**config.mk**
```make
export PLATFORM = sky130hd
export DESIGN_NAME = bpu_update_sched
export DESIGN_NICKNAME = d
export VERILOG_FILES = /design/src/rtl/bpu_update_sched.sv
export SDC_FILE = /design/constraint.sdc
export NUM_CORES = 1
export LEC_CHECK = 0
export BUFFER_PORTS_ARGS = -buffer_cell sky130_fd_sc_hd__buf_2
export CAP_MARGIN = 5
export CORE_MARGIN = 2
export CORE_UTILIZATION = 60
export CTS_BUF_LIST = sky130_fd_sc_hd__clkbuf_4 sky130_fd_sc_hd__clkbuf_8
export CTS_CLUSTER_SIZE = 14
export DETAILED_ROUTE_END_ITERATION = 12
export GPL_ROUTABILITY_DRIVEN = 0
export PLACE_DENSITY_LB_ADDON = 0.12
export SKIP_LAST_GASP = 1
export SYNTH_ARGS = -nofsm -noshare
export SYNTH_HDL_FRONTEND = slang
export SYNTH_SLANG_ARGS = --single-unit
```
**constraint.sdc**
```tcl
create_clock -name clk -period 13.8 [get_ports clk]
set_input_delay 1.38 -clock clk [delete_from_list [all_inputs] [get_ports clk]]
set_output_delay 1.38 -clock clk [all_outputs]
set_load 0.02 [all_outputs]
```
**src/rtl/bpu_update_sched.sv**
```systemverilog
// bpu_update_sched: buffers branch correction records from the EXE-stage
// resolver in a small FIFO and drains them into the single-ported BTB/PHT
// write port whenever the IF-stage lookup leaves the port idle. A record
// that has been blocked for too long forces a write and stalls IF lookup.
// Optional build macro BPU_UPD_COALESCE_EN: a new record with the same PC as
// the tail entry overwrites that entry in place instead of taking a new slot.
module bpu_update_sched #(
  parameter int DEPTH      = 4,
  parameter int INDEX_W    = 9,
  parameter int TAG_W      = 8,
  parameter int STARVE_MAX = 8
) (
  input  logic               clk,
  input  logic               rst,
  input  logic               upd_valid,
  input  logic [31:0]        upd_pc,
  input  logic [1:0]         upd_type,
  input  logic               upd_taken,
  input  logic [31:0]        upd_target,
  input  logic [1:0]         upd_count,
  input  logic               upd_hit,
  output logic               upd_ready,
  input  logic               lookup_req,
  output logic               lookup_stall,
  output logic               wr_en,
  output logic [INDEX_W-1:0] wr_index,
  output logic [TAG_W-1:0]   wr_tag,
  output logic [31:0]        wr_target,
  output logic [1:0]         wr_type,
  output logic [1:0]         wr_count,
  output logic [15:0]        drop_cnt
);

  localparam int PTR_W = $clog2(DEPTH);
  localparam logic [PTR_W:0] PTR_ONE = {{PTR_W{1'b0}}, 1'b1};
  localparam logic [7:0] STARVE_LIMIT = 8'(STARVE_MAX - 1);

  localparam logic [1:0] ST_IDLE  = 2'd0;
  localparam logic [1:0] ST_DRAIN = 2'd1;
  localparam logic [1:0] ST_FORCE = 2'd2;

  localparam logic [1:0] TYPE_IMME = 2'b01;

  typedef struct packed {
    logic [31:0] pc;
    logic [1:0]  btype;
    logic        taken;
    logic [31:0] target;
    logic [1:0]  count;
    logic        hit;
  } entry_t;

  entry_t         mem [DEPTH];
  entry_t         head;
  entry_t         in_rec;
  logic [PTR_W:0] wr_ptr, rd_ptr, wr_ptr_nxt, rd_ptr_nxt;
  logic [1:0]     state, state_nxt;
  logic [7:0]     starve_cnt, starve_nxt;
  logic           empty, full, empty_nxt;
  logic           skip, grant, pop, wr_fire;
  logic           enq, drop, coalesce, blocked, force_go;

  assign in_rec = {upd_pc, upd_type, upd_taken, upd_target, upd_count, upd_hit};
  assign head   = mem[rd_ptr[PTR_W-1:0]];

  // The extra wrap bit distinguishes a full FIFO from an empty one.
  assign empty = (wr_ptr == rd_ptr);
  assign full  = (wr_ptr[PTR_W] != rd_ptr[PTR_W]) &&
                 (wr_ptr[PTR_W-1:0] == rd_ptr[PTR_W-1:0]);

  // A missed, not-taken conditional branch needs no BTB allocation.
  assign skip = !head.hit && !head.taken && (head.btype == TYPE_IMME) &&
                (head.target == (head.pc + 32'd8));

  // FORCE owns the port outright; DRAIN only takes it when IF leaves it free.
  always_comb begin
    grant = 1'b0;
    case (state)
      ST_DRAIN: grant = !lookup_req;
      ST_FORCE: grant = 1'b1;
      default:  grant = 1'b0;
    endcase
  end

  assign pop     = grant && !empty;
  assign wr_fire = pop && !skip;
  assign blocked = (state == ST_DRAIN) && lookup_req && !empty;

`ifdef BPU_UPD_COALESCE_EN
  localparam logic [PTR_W-1:0] IDX_ONE = {{(PTR_W-1){1'b0}}, 1'b1};
  logic [PTR_W-1:0] tail_idx;
  logic [PTR_W:0]   occupancy;

  assign tail_idx  = wr_ptr[PTR_W-1:0] - IDX_ONE;
  assign occupancy = wr_ptr - rd_ptr;
  // Merge only when the tail survives this cycle, i.e. it is not the entry being popped.
  assign coalesce  = upd_valid && !empty && (mem[tail_idx].pc == upd_pc) &&
                     !(pop && (occupancy == PTR_ONE));
`else
  assign coalesce  = 1'b0;
`endif

  assign upd_ready = !full || wr_fire || coalesce;
  assign enq       = upd_valid && upd_ready && !coalesce;
  assign drop      = upd_valid && !upd_ready;

  assign wr_ptr_nxt = enq ? (wr_ptr + PTR_ONE) : wr_ptr;
  assign rd_ptr_nxt = pop ? (rd_ptr + PTR_ONE) : rd_ptr;
  assign empty_nxt  = (wr_ptr_nxt == rd_ptr_nxt);
  assign force_go   = blocked && ((starve_cnt + 8'd1) >= STARVE_LIMIT);

  // Next-state and starvation counter: any grant resets the wait, blocked cycles accumulate it.
  always_comb begin
    state_nxt  = state;
    starve_nxt = starve_cnt;
    case (state)
      ST_IDLE: begin
        starve_nxt = 8'd0;
        state_nxt  = empty_nxt ? ST_IDLE : ST_DRAIN;
      end
      ST_DRAIN: begin
        if (pop) begin
          starve_nxt = 8'd0;
        end else if (blocked) begin
          starve_nxt = starve_cnt + 8'd1;
        end
        if (empty_nxt) begin
          state_nxt = ST_IDLE;
        end else if (force_go) begin
          state_nxt = ST_FORCE;
        end else begin
          state_nxt = ST_DRAIN;
        end
      end
      ST_FORCE: begin
        starve_nxt = 8'd0;
        state_nxt  = empty_nxt ? ST_IDLE : ST_DRAIN;
      end
      default: begin
        starve_nxt = 8'd0;
        state_nxt  = ST_IDLE;
      end
    endcase
  end

  // Control state; reset discards every queued record.
  always_ff @(posedge clk or posedge rst) begin
    if (rst) begin
      wr_ptr     <= '0;
      rd_ptr     <= '0;
      state      <= ST_IDLE;
      starve_cnt <= 8'd0;
      drop_cnt   <= 16'd0;
    end else begin
      wr_ptr     <= wr_ptr_nxt;
      rd_ptr     <= rd_ptr_nxt;
      state      <= state_nxt;
      starve_cnt <= starve_nxt;
      if (drop && (drop_cnt != 16'hFFFF)) begin
        drop_cnt <= drop_cnt + 16'd1;
      end
    end
  end

  // Record storage; contents beyond the pointers are never observed, so no reset.
  always_ff @(posedge clk) begin
    if (enq) begin
      mem[wr_ptr[PTR_W-1:0]] <= in_rec;
    end
`ifdef BPU_UPD_COALESCE_EN
    else if (coalesce) begin
      mem[tail_idx] <= in_rec;
    end
`endif
  end

  assign lookup_stall = (state == ST_FORCE);
  assign wr_en        = wr_fire;
  assign wr_index     = wr_fire ? head.pc[INDEX_W+1:2] : '0;
  assign wr_tag       = wr_fire ? head.pc[INDEX_W+2 +: TAG_W] : '0;
  assign wr_target    = wr_fire ? head.target : 32'd0;
  assign wr_type      = wr_fire ? head.btype : 2'b00;

  // New 2-bit counter: hits move saturating toward the outcome, misses start weak.
  always_comb begin
    wr_count = 2'b00;
    if (wr_fire) begin
      if (head.hit) begin
        if (head.taken) begin
          wr_count = (head.count == 2'b11) ? 2'b11 : (head.count + 2'b01);
        end else begin
          wr_count = (head.count == 2'b00) ? 2'b00 : (head.count - 2'b01);
        end
      end else begin
        wr_count = head.taken ? 2'b10 : 2'b01;
      end
    end
  end

endmodule

```
Word level (Yosys, flattened, before mapping)

Memory sizes are Yosys's and may differ from the RTL's.
Cells that the tools add are included.

Bits in registers: 32
Memory bits (writable): 280
Output and inout bits: 72
Memories kept: 1

Memories:

| memory | depth | width | read ports | clocked after memory_dff | write ports | line | RTL |
|---|---|---|---|---|---|---|---|
| mem    | 4     | 70    | 1          | 0                        | 1           | 53   | `entry_t mem [DEPTH];` |

Add/subtract/negate cells: 7
Magnitude comparators: 1
Equality and inequality tests: 11
Mux-type cells: 22
Reductions and logical operators: 23

Operators by type and width:

| cell                                                                   | count |
|---|---|
| 32-bit by 4-bit adder with 32-bit output (second input constant)       | 1 |
| 32-bit equality test                                                   | 1 |
| 32-bit 2-to-1 mux                                                      | 1 |
| 8-bit 2-to-1 mux                                                       | 4 |
| 2-bit 2-to-1 mux                                                       | 9 |
| 16-bit by 1-bit adder with 16-bit output (second input constant)       | 1 |
| 16-bit != test (second input constant)                                 | 1 |
| 1-bit logical AND                                                      | 12 |
| 9-bit 2-to-1 mux                                                       | 1 |
| 8-bit by 1-bit adder with 8-bit output (second input constant)         | 1 |
| 8-bit by 3-bit >= comparator with 1-bit output (second input constant) | 1 |
| 1-bit logical NOT                                                      | 7 |
| 3-bit by 1-bit adder with 3-bit output (second input constant)         | 2 |
| 3-bit equality test                                                    | 2 |
| 3-bit 2-to-1 mux                                                       | 2 |
| 2-bit by 1-bit equality test with 1-bit output (second input constant) | 2 |
| 2-bit equality test (second input constant)                            | 2 |
| 2-bit logical NOT                                                      | 2 |
| 2-bit case mux with 2 select lines                                     | 1 |
| 1-bit 2-to-1 mux                                                       | 3 |
| 3-bit != test (second input constant)                                  | 1 |
| 2-bit by 1-bit adder with 2-bit output (second input constant)         | 1 |
| 2-bit equality test                                                    | 1 |
| 1-bit case mux with 2 select lines                                     | 1 |
| 4 further kinds                                                        | 4 |

Depth between registers and ports, before layout

Gate-level depths: netlist (run 1).
An unclocked memory read counts as a cell.

Word-level depth: 13
Depth in mapped cells: 16
Mapped depth without buffers: 11

Worst setup path after synthesis (run 1)

OpenSTA, ideal clock, no wires.

Path kind: register to register
Start point: register rd_ptr[0]
End point: memory mem[3][0] (netlist bit), enable pin
Setup time: 0.507 ns
Data arrival time: 6.653 ns
Path slack: 6.640 ns
Stages on the path, launching flop included: 16
Clock period less this slack: 7.160 ns
Cells stage by stage: dfrtp_1 > buf_6 > buf_12 > buf_12 > mux4_2 > ha_1 > and3_1 > and4b_1 > buf_6 > nand3_1 > o21bai_1 > a21boi_0 > o2111ai_4 > and2_1 > nand2b_1 > nor2b_1

Word-level cells in the longest chain between the ends: 11
Elaborated cells on any way between the ends: 21
Classes of those cells: 1 x add/sub; 4 x eq/ne; 2 x mux; 13 x reduce/logical; 1 x memory

Ends and longest elaborated chain:

| what                                                                           | line | RTL |
|---|---|---|
| start: declaration                                                             | 56   | `logic [PTR_W:0] wr_ptr, rd_ptr, wr_ptr_nxt, rd_ptr_nxt;` |
| start signal: assignment                                                       | 156  | `rd_ptr <= rd_ptr_nxt;` |
| parallel branches: the longest is 6 deep, another holds memory read 4 x 70 bit | --   |  |
| 1-bit logical AND (*)                                                          | 86   | `assign wr_fire = pop && !skip;` |
| net wr_en                                                                      | 25   | `output logic wr_en,` |
| 1-bit logical OR (*)                                                           | 103  | `assign upd_ready = !full \|\| wr_fire \|\| coalesce;` |
| net upd_ready                                                                  | 22   | `output logic upd_ready,` |
| 1-bit logical AND (*)                                                          | 104  | `assign enq = upd_valid && upd_ready && !coalesce;` |
| 1-bit 2-to-1 mux (*)                                                           | 167  | `if (enq) begin` |
| 1-bit 2-to-1 mux (not written as such) (*)                                     | 168  | `mem[wr_ptr[PTR_W-1:0]] <= in_rec;` |
| end: declaration                                                               | 53   |  |

Mark *: on every way through the listed nets, which the timed path passes.

Worst setup path after layout (run 1)

Start point: register rd_ptr[1]
End point: output upd_ready

Word-level cells in the longest chain between the ends: 8
Elaborated cells on any way between the ends: 18
Classes of those cells: 1 x add/sub; 4 x eq/ne; 12 x reduce/logical; 1 x memory

Ends and longest elaborated chain:

| what                                                                           | line |
|---|---|
| parallel branches: the longest is 7 deep, another holds memory read 4 x 70 bit | -- |
| 1-bit logical OR (*)                                                           | 103 |
| end: declaration                                                               | 22 |

Mark *: on every way between the ends.

==> results.json, run 1 <==
{
  "drtAntennaViolNets": 0,
  "setup_violations": 0,
  "netlist_area_mm2": 0.0136,
  "rsz0062_at_grt": "false",
  "synth.net_count": 866,
  "cts_repair_resize_count": 0,
  "start_kind": "flip-flop",
  "dr.first_iter.drc_count": 544,
  "drt-pass1-iter-count": 7,
  "synth_edf_count": 280,
  "finish.net_count": 1042,
  "yosysTopAreaCellShare_pct": 61.9,
  "critical_path_required_ns": 12.42,
  "end_kind": "primary output",
  "io_buffers": 145,
  "synth_top_family_by_area": "multiplexers",
  "synth_fa_ha_area_share_pct": 1.27,
  "dp_hpwl_um": 18200,
  "p_leak_uw": 0.00577,
  "clk_latency_ns": 0.56,
  "cpMaxStageDelayCell": "dfrtp_2",
  "cts_tree": "yes",
  "relSlewSlack_pct": 27.6,
  "worstPathCellList": "buf_4 -> mux4_2 -> ha_1 -> and3_1 -> and4b_1 -> a311oi_1 -> a31oi_1 -> nor4_4 -> o2111ai_4 -> and2_1 -> nand2b_1 -> buf_2",
  "syn2layout_area_growth_pct": 13.8,
  "clock_skew_ns": 0.0307,
  "worstHoldPathType": "flip-flop to flip-flop",
  "start_util_pct": 60.6,
  "drt-total-wl_um": 28500,
  "synth.avg_cell_area_um2": 17.4,
  "drc": 0,
  "ir_drop_uv": 124,
  "max_cap_viol_count": 0,
  "hold_viol": 0,
  "async_reset_ff_share_pct": 10.3,
  "ys_types": 67,
  "cts_buffer_depth": 3,
  "dieArea_mm2": 0.0239,
  "synth-compound-area-share_pct": 3.52,
  "ys_seq_area_share_pct": 67.8,
  "grtUsageTotal_pct": 24.0,
  "synth-main-ff-cell": "edfxtp_1",
  "ys_ff_latch": 312,
  "die-height_um": 154,
  "synthXorXnorAreaFrac_pct": 4.19,
  "syn_inst": 779,
  "fill_cells": 1502,
  "coreArea_mm2": 0.0224,
  "synthTopCellsByArea": "edfxtp_1, mux4_2, dfrtp_1",
  "tightest_slew_ns": 1.09,
  "fin_tns_setup_ns": 0,
  "busiest_layer": "met2",
  "finalMaxSlewViolations": 0,
  "layout_commonest_cell": "edfxtp_1",
  "r2r_setup_slack_ns": 7.99,
  "grt_pass1_vias": 7883,
  "drive_above_1_share_pct": 31.3,
  "period_minus_slack_ns": 6.64,
  "antenna_found_initial": 4,
  "synthMuxAreaShare_pct": 12.3,
  "cts_made_buffers": 49,
  "crit_path_max_fanout": 51,
  "cts_root_buf": "clkbuf_8",
  "die_w_um": 154,
  "grtUsageMet3_pct": 3.89,
  "grt_max_degree": 71,
  "rows": 55,
  "wl_per_cell_um": 22.3,
  "cp.arrival_ns": 5.26,
  "final_core_util_pct": 68.9,
  "status": "finished clean",
  "synthSimpleGateAreaFrac_pct": 8.70,
  "min_period_over_period_pct": 48.1,
  "cts_sinks": 312,
  "cts_max_level": 2,
  "grt_first_pass_wirelength_um": 43600,
  "path_class": "flip-flop to primary output",
  "yosysTopAreaCell": "edfxtp_1",
  "post_cts_buffers": 0,
  "met2_usage_pct": 39.4,
  "vias": 7772,
  "finalPower_uw": 3470,
  "holdBufCountCts": 0,
  "viasPerCell": 6.09,
  "met1_usage_pct": 33.4,
  "path_buf_inv": 2,
  "crit_family": "simple AND/OR/NAND/NOR gates",
  "yosysWarnings": 0,
  "timing.critical_path.slowest_cell_delay_ns": 0.72,
  "globalRoute.totalOverflow": 0,
  "clock.fmax_mhz": 151,
  "clk_pin_slew_ns": 0.06,
  "power_density_mw_per_mm2": 225,
  "io_pins": 146,
  "ff_latch_area_mm2": 0.00921,
  "mostFrequentLayoutCells": "edfxtp_1, buf_2, and3_1",
  "multi_input_area_mm2": 0.00410
}
## worst reg2reg max path, stage by stage, from the launching register on
cell and delay (ns):
dfrtp_2 0.72, buf_4 0.69, mux4_2 0.51, ha_1 0.30
and3_1 0.27, and4b_1 0.38, nand3_1 0.15, nand4b_1 0.13
a21boi_0 0.14, o2111ai_4 0.47, and2_1 0.33, nand2b_1 0.24
and3_2 0.20, buf_4 0.77
## final cells by class
cell class                 instances  area share [%]
clock buffer                      64            5.13
antenna                            5          0.0809
sequential                       312            59.6
tap                              285            2.31
timing repair buffer             154            5.13
inverter                          16           0.388
multi-input combinational        422            26.5
clock inverter                    19           0.882
## sequential cells by signal (all words and copies together) (netlist names)
| signal | count |
|---|---|
| rd_ptr | 3 |
| mem | 280 |
| state | 2 |
| starve_cnt | 8 |
| wr_ptr | 3 |
| drop_cnt | 16 |
## layer usage
layer / up-vias / part of all wire, %
li1: 3502 / -
met1: 3945 / 42
met2: 278 / 50
met3: 47 / 6.2
met4: 0 / 2.3
met5: - / 0
## cells in the mapped netlist (7+ instances only)
master    instances
a21oi_1          12
and3_1           66
clkbuf_1         11
dfrtp_1          32
edfxtp_1        280
ha_1             13
inv_1            16
mux4_1            9
mux4_2           61
nand2_1          29
nand2b_1          7
nand3_1          26
nand4_1          14
nor2_1           15
o21ai_0          14
xnor2_1          43
xor2_1           22
## kinds of logic (layout without fill, tap and decap cells)
kind of cell    count (synthesis)  after routing
xor+xnor                       65             65
other cells                     0              5
simple gates                  201            201
fa+ha+maj                      14             14
mux                            76             76
compound gates                 66             66
flops                         312            312
buf+inv                        45            253
## final timing paths
check / end / from / cells after the start
worst max-delay path: upd_ready / rd_ptr[1] / 12
max in group asynchronous: rd_ptr[0] / rst / 3
worst min register to register: drop_cnt[9] / drop_cnt[9] / 1
min in group asynchronous: drop_cnt[11] / rst / 3
worst max register to register: mem[0][44] / rd_ptr[1] / 13
worst min-delay path: drop_cnt[9] / drop_cnt[9] / 1
## through the flow
| stage | hold slack [ns] | std cells | area (um^2) | setup WS (ns) |
|---|---|---|---|---|
| 6_report | 0.494 | 1277 | 15500 | 7.16 |
| 5_1_grt | 0.510 | 1274 | 15500 | 6.78 |
| 4_1_cts | 0.491 | 1272 | 15400 | 7.07 |
| 3_5_place_dp | 0.483 | 1189 | 14500 | 7.70 |
| 3_3_place_gp | 0.470 | 1189 | 14500 | 7.75 |
| 2_1_floorplan | 0.471 | 779 | 13600 | 6.64 |
## report_power, final
| group | leakage, uW | internal [uW] | total (uW) | switching (uW) |
|---|---|---|---|---|
| Sequential | 0.00299 | 1260 | 1360 | 94.8 |
| Clock | 0.000496 | 410 | 745 | 335 |
| Combinational | 0.00229 | 540 | 1370 | 830 |
| Total | 0.00577 | 2210 | 3470 | 1260 |
(Power assumes the default switching activity.)
==> run 2, diff against run 1 <==
- CORE_UTILIZATION: 60 -> 55
- clock period: 13.8 -> 6.05 ns (I/O delays scaled with it)
==> run 2 against run 1 <==
  * Critical path depth down 1
  * Sequential power up 130%
  * Combinational power up 130%
  * Final cell count up 3.3%
  * Via count up 0.62%
  * Clock power up 130%
==> results.json, run 2 (same netlist as run 1, synthesis figures left out) <==
{
  "status": "finished clean",
  "drtAntennaViolNets": 0,
  "largest_reg_flops": 280,
  "die-height_um": 161,
  "clk_pin_slew_ns": 0.06,
  "hold_ws_ns": 0.116,
  "rsz0062_at_grt": "false",
  "end_kind": "primary output",
  "layout_commonest_cell": "edfxtp_1",
  "wl_met2_um": 15200,
  "dp_hpwl_um": 20000,
  "worstHoldPathType": "input pin to asynchronous set/reset pin",
  "reg.largest.list": "mem (280), drop_cnt (16), starve_cnt (8)",
  "io_pins": 146,
  "syn2layout_area_growth_pct": 14.9,
  "fin_tns_setup_ns": 0,
  "cts_made_buffers": 50,
  "relSlewSlack_pct": 43.5,
  "dr.first_iter.drc_count": 827,
  "setup_violations": 0,
  "grt_pass1_vias": 8180,
  "clock.fmax_mhz": 189,
  "crit_path_max_fanout": 54,
  "max_cap_viol_count": 0,
  "dr_wl_met3_um": 1910,
  "globalRoute.totalOverflow": 0,
  "drt-total-wl_um": 29900,
  "min_period_over_period_pct": 87.3,
  "drc": 0,
  "ff_latch_area_mm2": 0.00921,
  "multi_input_area_mm2": 0.00410,
  "diodes": 0,
  "io_buffers": 145,
  "period_minus_slack_ns": 5.28,
  "antenna_found_initial": 1,
  "post_cts_buffers": 0,
  "vias": 7820,
  "cts_sinks": 312,
  "cp.arrival_ns": 4.68,
  "viasPerCell": 5.93,
  "cts_root_buf": "clkbuf_8",
  "ir_drop_uv": 242,
  "final_core_util_pct": 64.2,
  "drt-pass1-iter-count": 5,
  "start_kind": "flip-flop",
  "fill_cells": 1739,
  "critical_path_required_ns": 5.44,
  "cts_max_level": 2,
  "clk_latency_ns": 0.58,
  "tightest_slew_ns": 0.847,
  "drive_above_1_share_pct": 31.8,
  "finish.net_count": 1046,
  "path_class": "flip-flop to primary output",
  "cts_buffer_depth": 3,
  "grtUsageTotal_pct": 23.5,
  "cts_tree": "yes",
  "mostFrequentLayoutCells": "edfxtp_1, buf_2, and3_1",
  "wl_met1_um": 11900,
  "top_layer_used": "met4",
  "p_leak_uw": 0.00582,
  "grt_first_pass_wirelength_um": 46400,
  "holdBufCountCts": 0,
  "rows": 57,
  "finalMaxSlewViolations": 0,
  "start_util_pct": 55.9,
  "grt_max_degree": 71,
  "wl_per_cell_um": 22.7,
  "clock_skew_ns": 0.0371,
  "top_register": "mem",
  "die_w_um": 161,
  "power_density_mw_per_mm2": 512,
  "hold_viol": 0,
  "cts_repair_resize_count": 0,
  "dieArea_mm2": 0.0260,
  "coreArea_mm2": 0.0243
}
==> run 2: changes by cell type in the layout (fill, tap and decap cells not counted) <==
cell       delta
buf_12        +6
buf_4         -3
bufinv_16     -2
clkbuf_4      +5
clkbuf_8      +3
clkinv_1      +1
clkinv_2      -2
clkinv_4      +1
diode_2       -5
inv_6         -1
==> run 2: layout make-up <==
type	count	area share [%]
Sequential cell	312	59.0
Multi-Input combinational cell	422	26.2
Inverter	16	0.385
Clock inverter	16	0.449
Clock buffer	72	5.59
Tap cell	324	2.60
Timing Repair Buffer	157	5.71
==> run 2: final timing paths <==
kind / startpoint / endpoint / slack [ns] / depth (start not counted)
max: rd_ptr[1] / wr_target[31] / 0.77 / 11
min: rst / drop_cnt[5] / 0.12 / 3
max reg2reg: rd_ptr[1] / mem[1][20] / 1.10 / 12
min reg2reg: drop_cnt[9] / drop_cnt[9] / 0.50 / 1
max in group asynchronous: rst / rd_ptr[0] / 5.59 / 3
min in group clk: upd_type[0] / mem[3][36] / 0.25 / 1
==> run 2: report_power, final <==
part | switching, uW | internal [uW] | leakage [uW]
Sequential | 223 | 2870 | 0.00299
Clock | 769 | 920 | 0.000505
Combinational | 1920 | 1280 | 0.00232
==> run 2: stage by stage <==
step	cells	setup slack, ns	cell area, um^2	total power, uW
6_report	1319	0.766	15600	7990
5_1_grt	1319	0.487	15600	8420
4_1_cts	1319	0.738	15600	8050
3_5_place_dp	1231	1.14	14700	6350
3_3_place_gp	1231	1.23	14700	6250
2_1_floorplan	779	0.224	13600	5460
==> run 2: metal layers <==
metal	track usage, %	vias to the layer above
li1	-	3507
met3	4.47	65
met5	0	-
met1	31.0	3954
met2	39.8	294
met4	8.28	0
==> run 2: critical path, stage by stage, from the launching register on <==
cell and delay (ns):
dfrtp_2 0.91, mux4_2 0.45, ha_1 0.30, and3_1 0.26, and4b_1 0.37, nand2_1 0.12, xnor2_1 0.16, nor4_1 0.45
o2111ai_4 0.17, buf_4 0.35, and3_1 0.33, buf_2 0.18
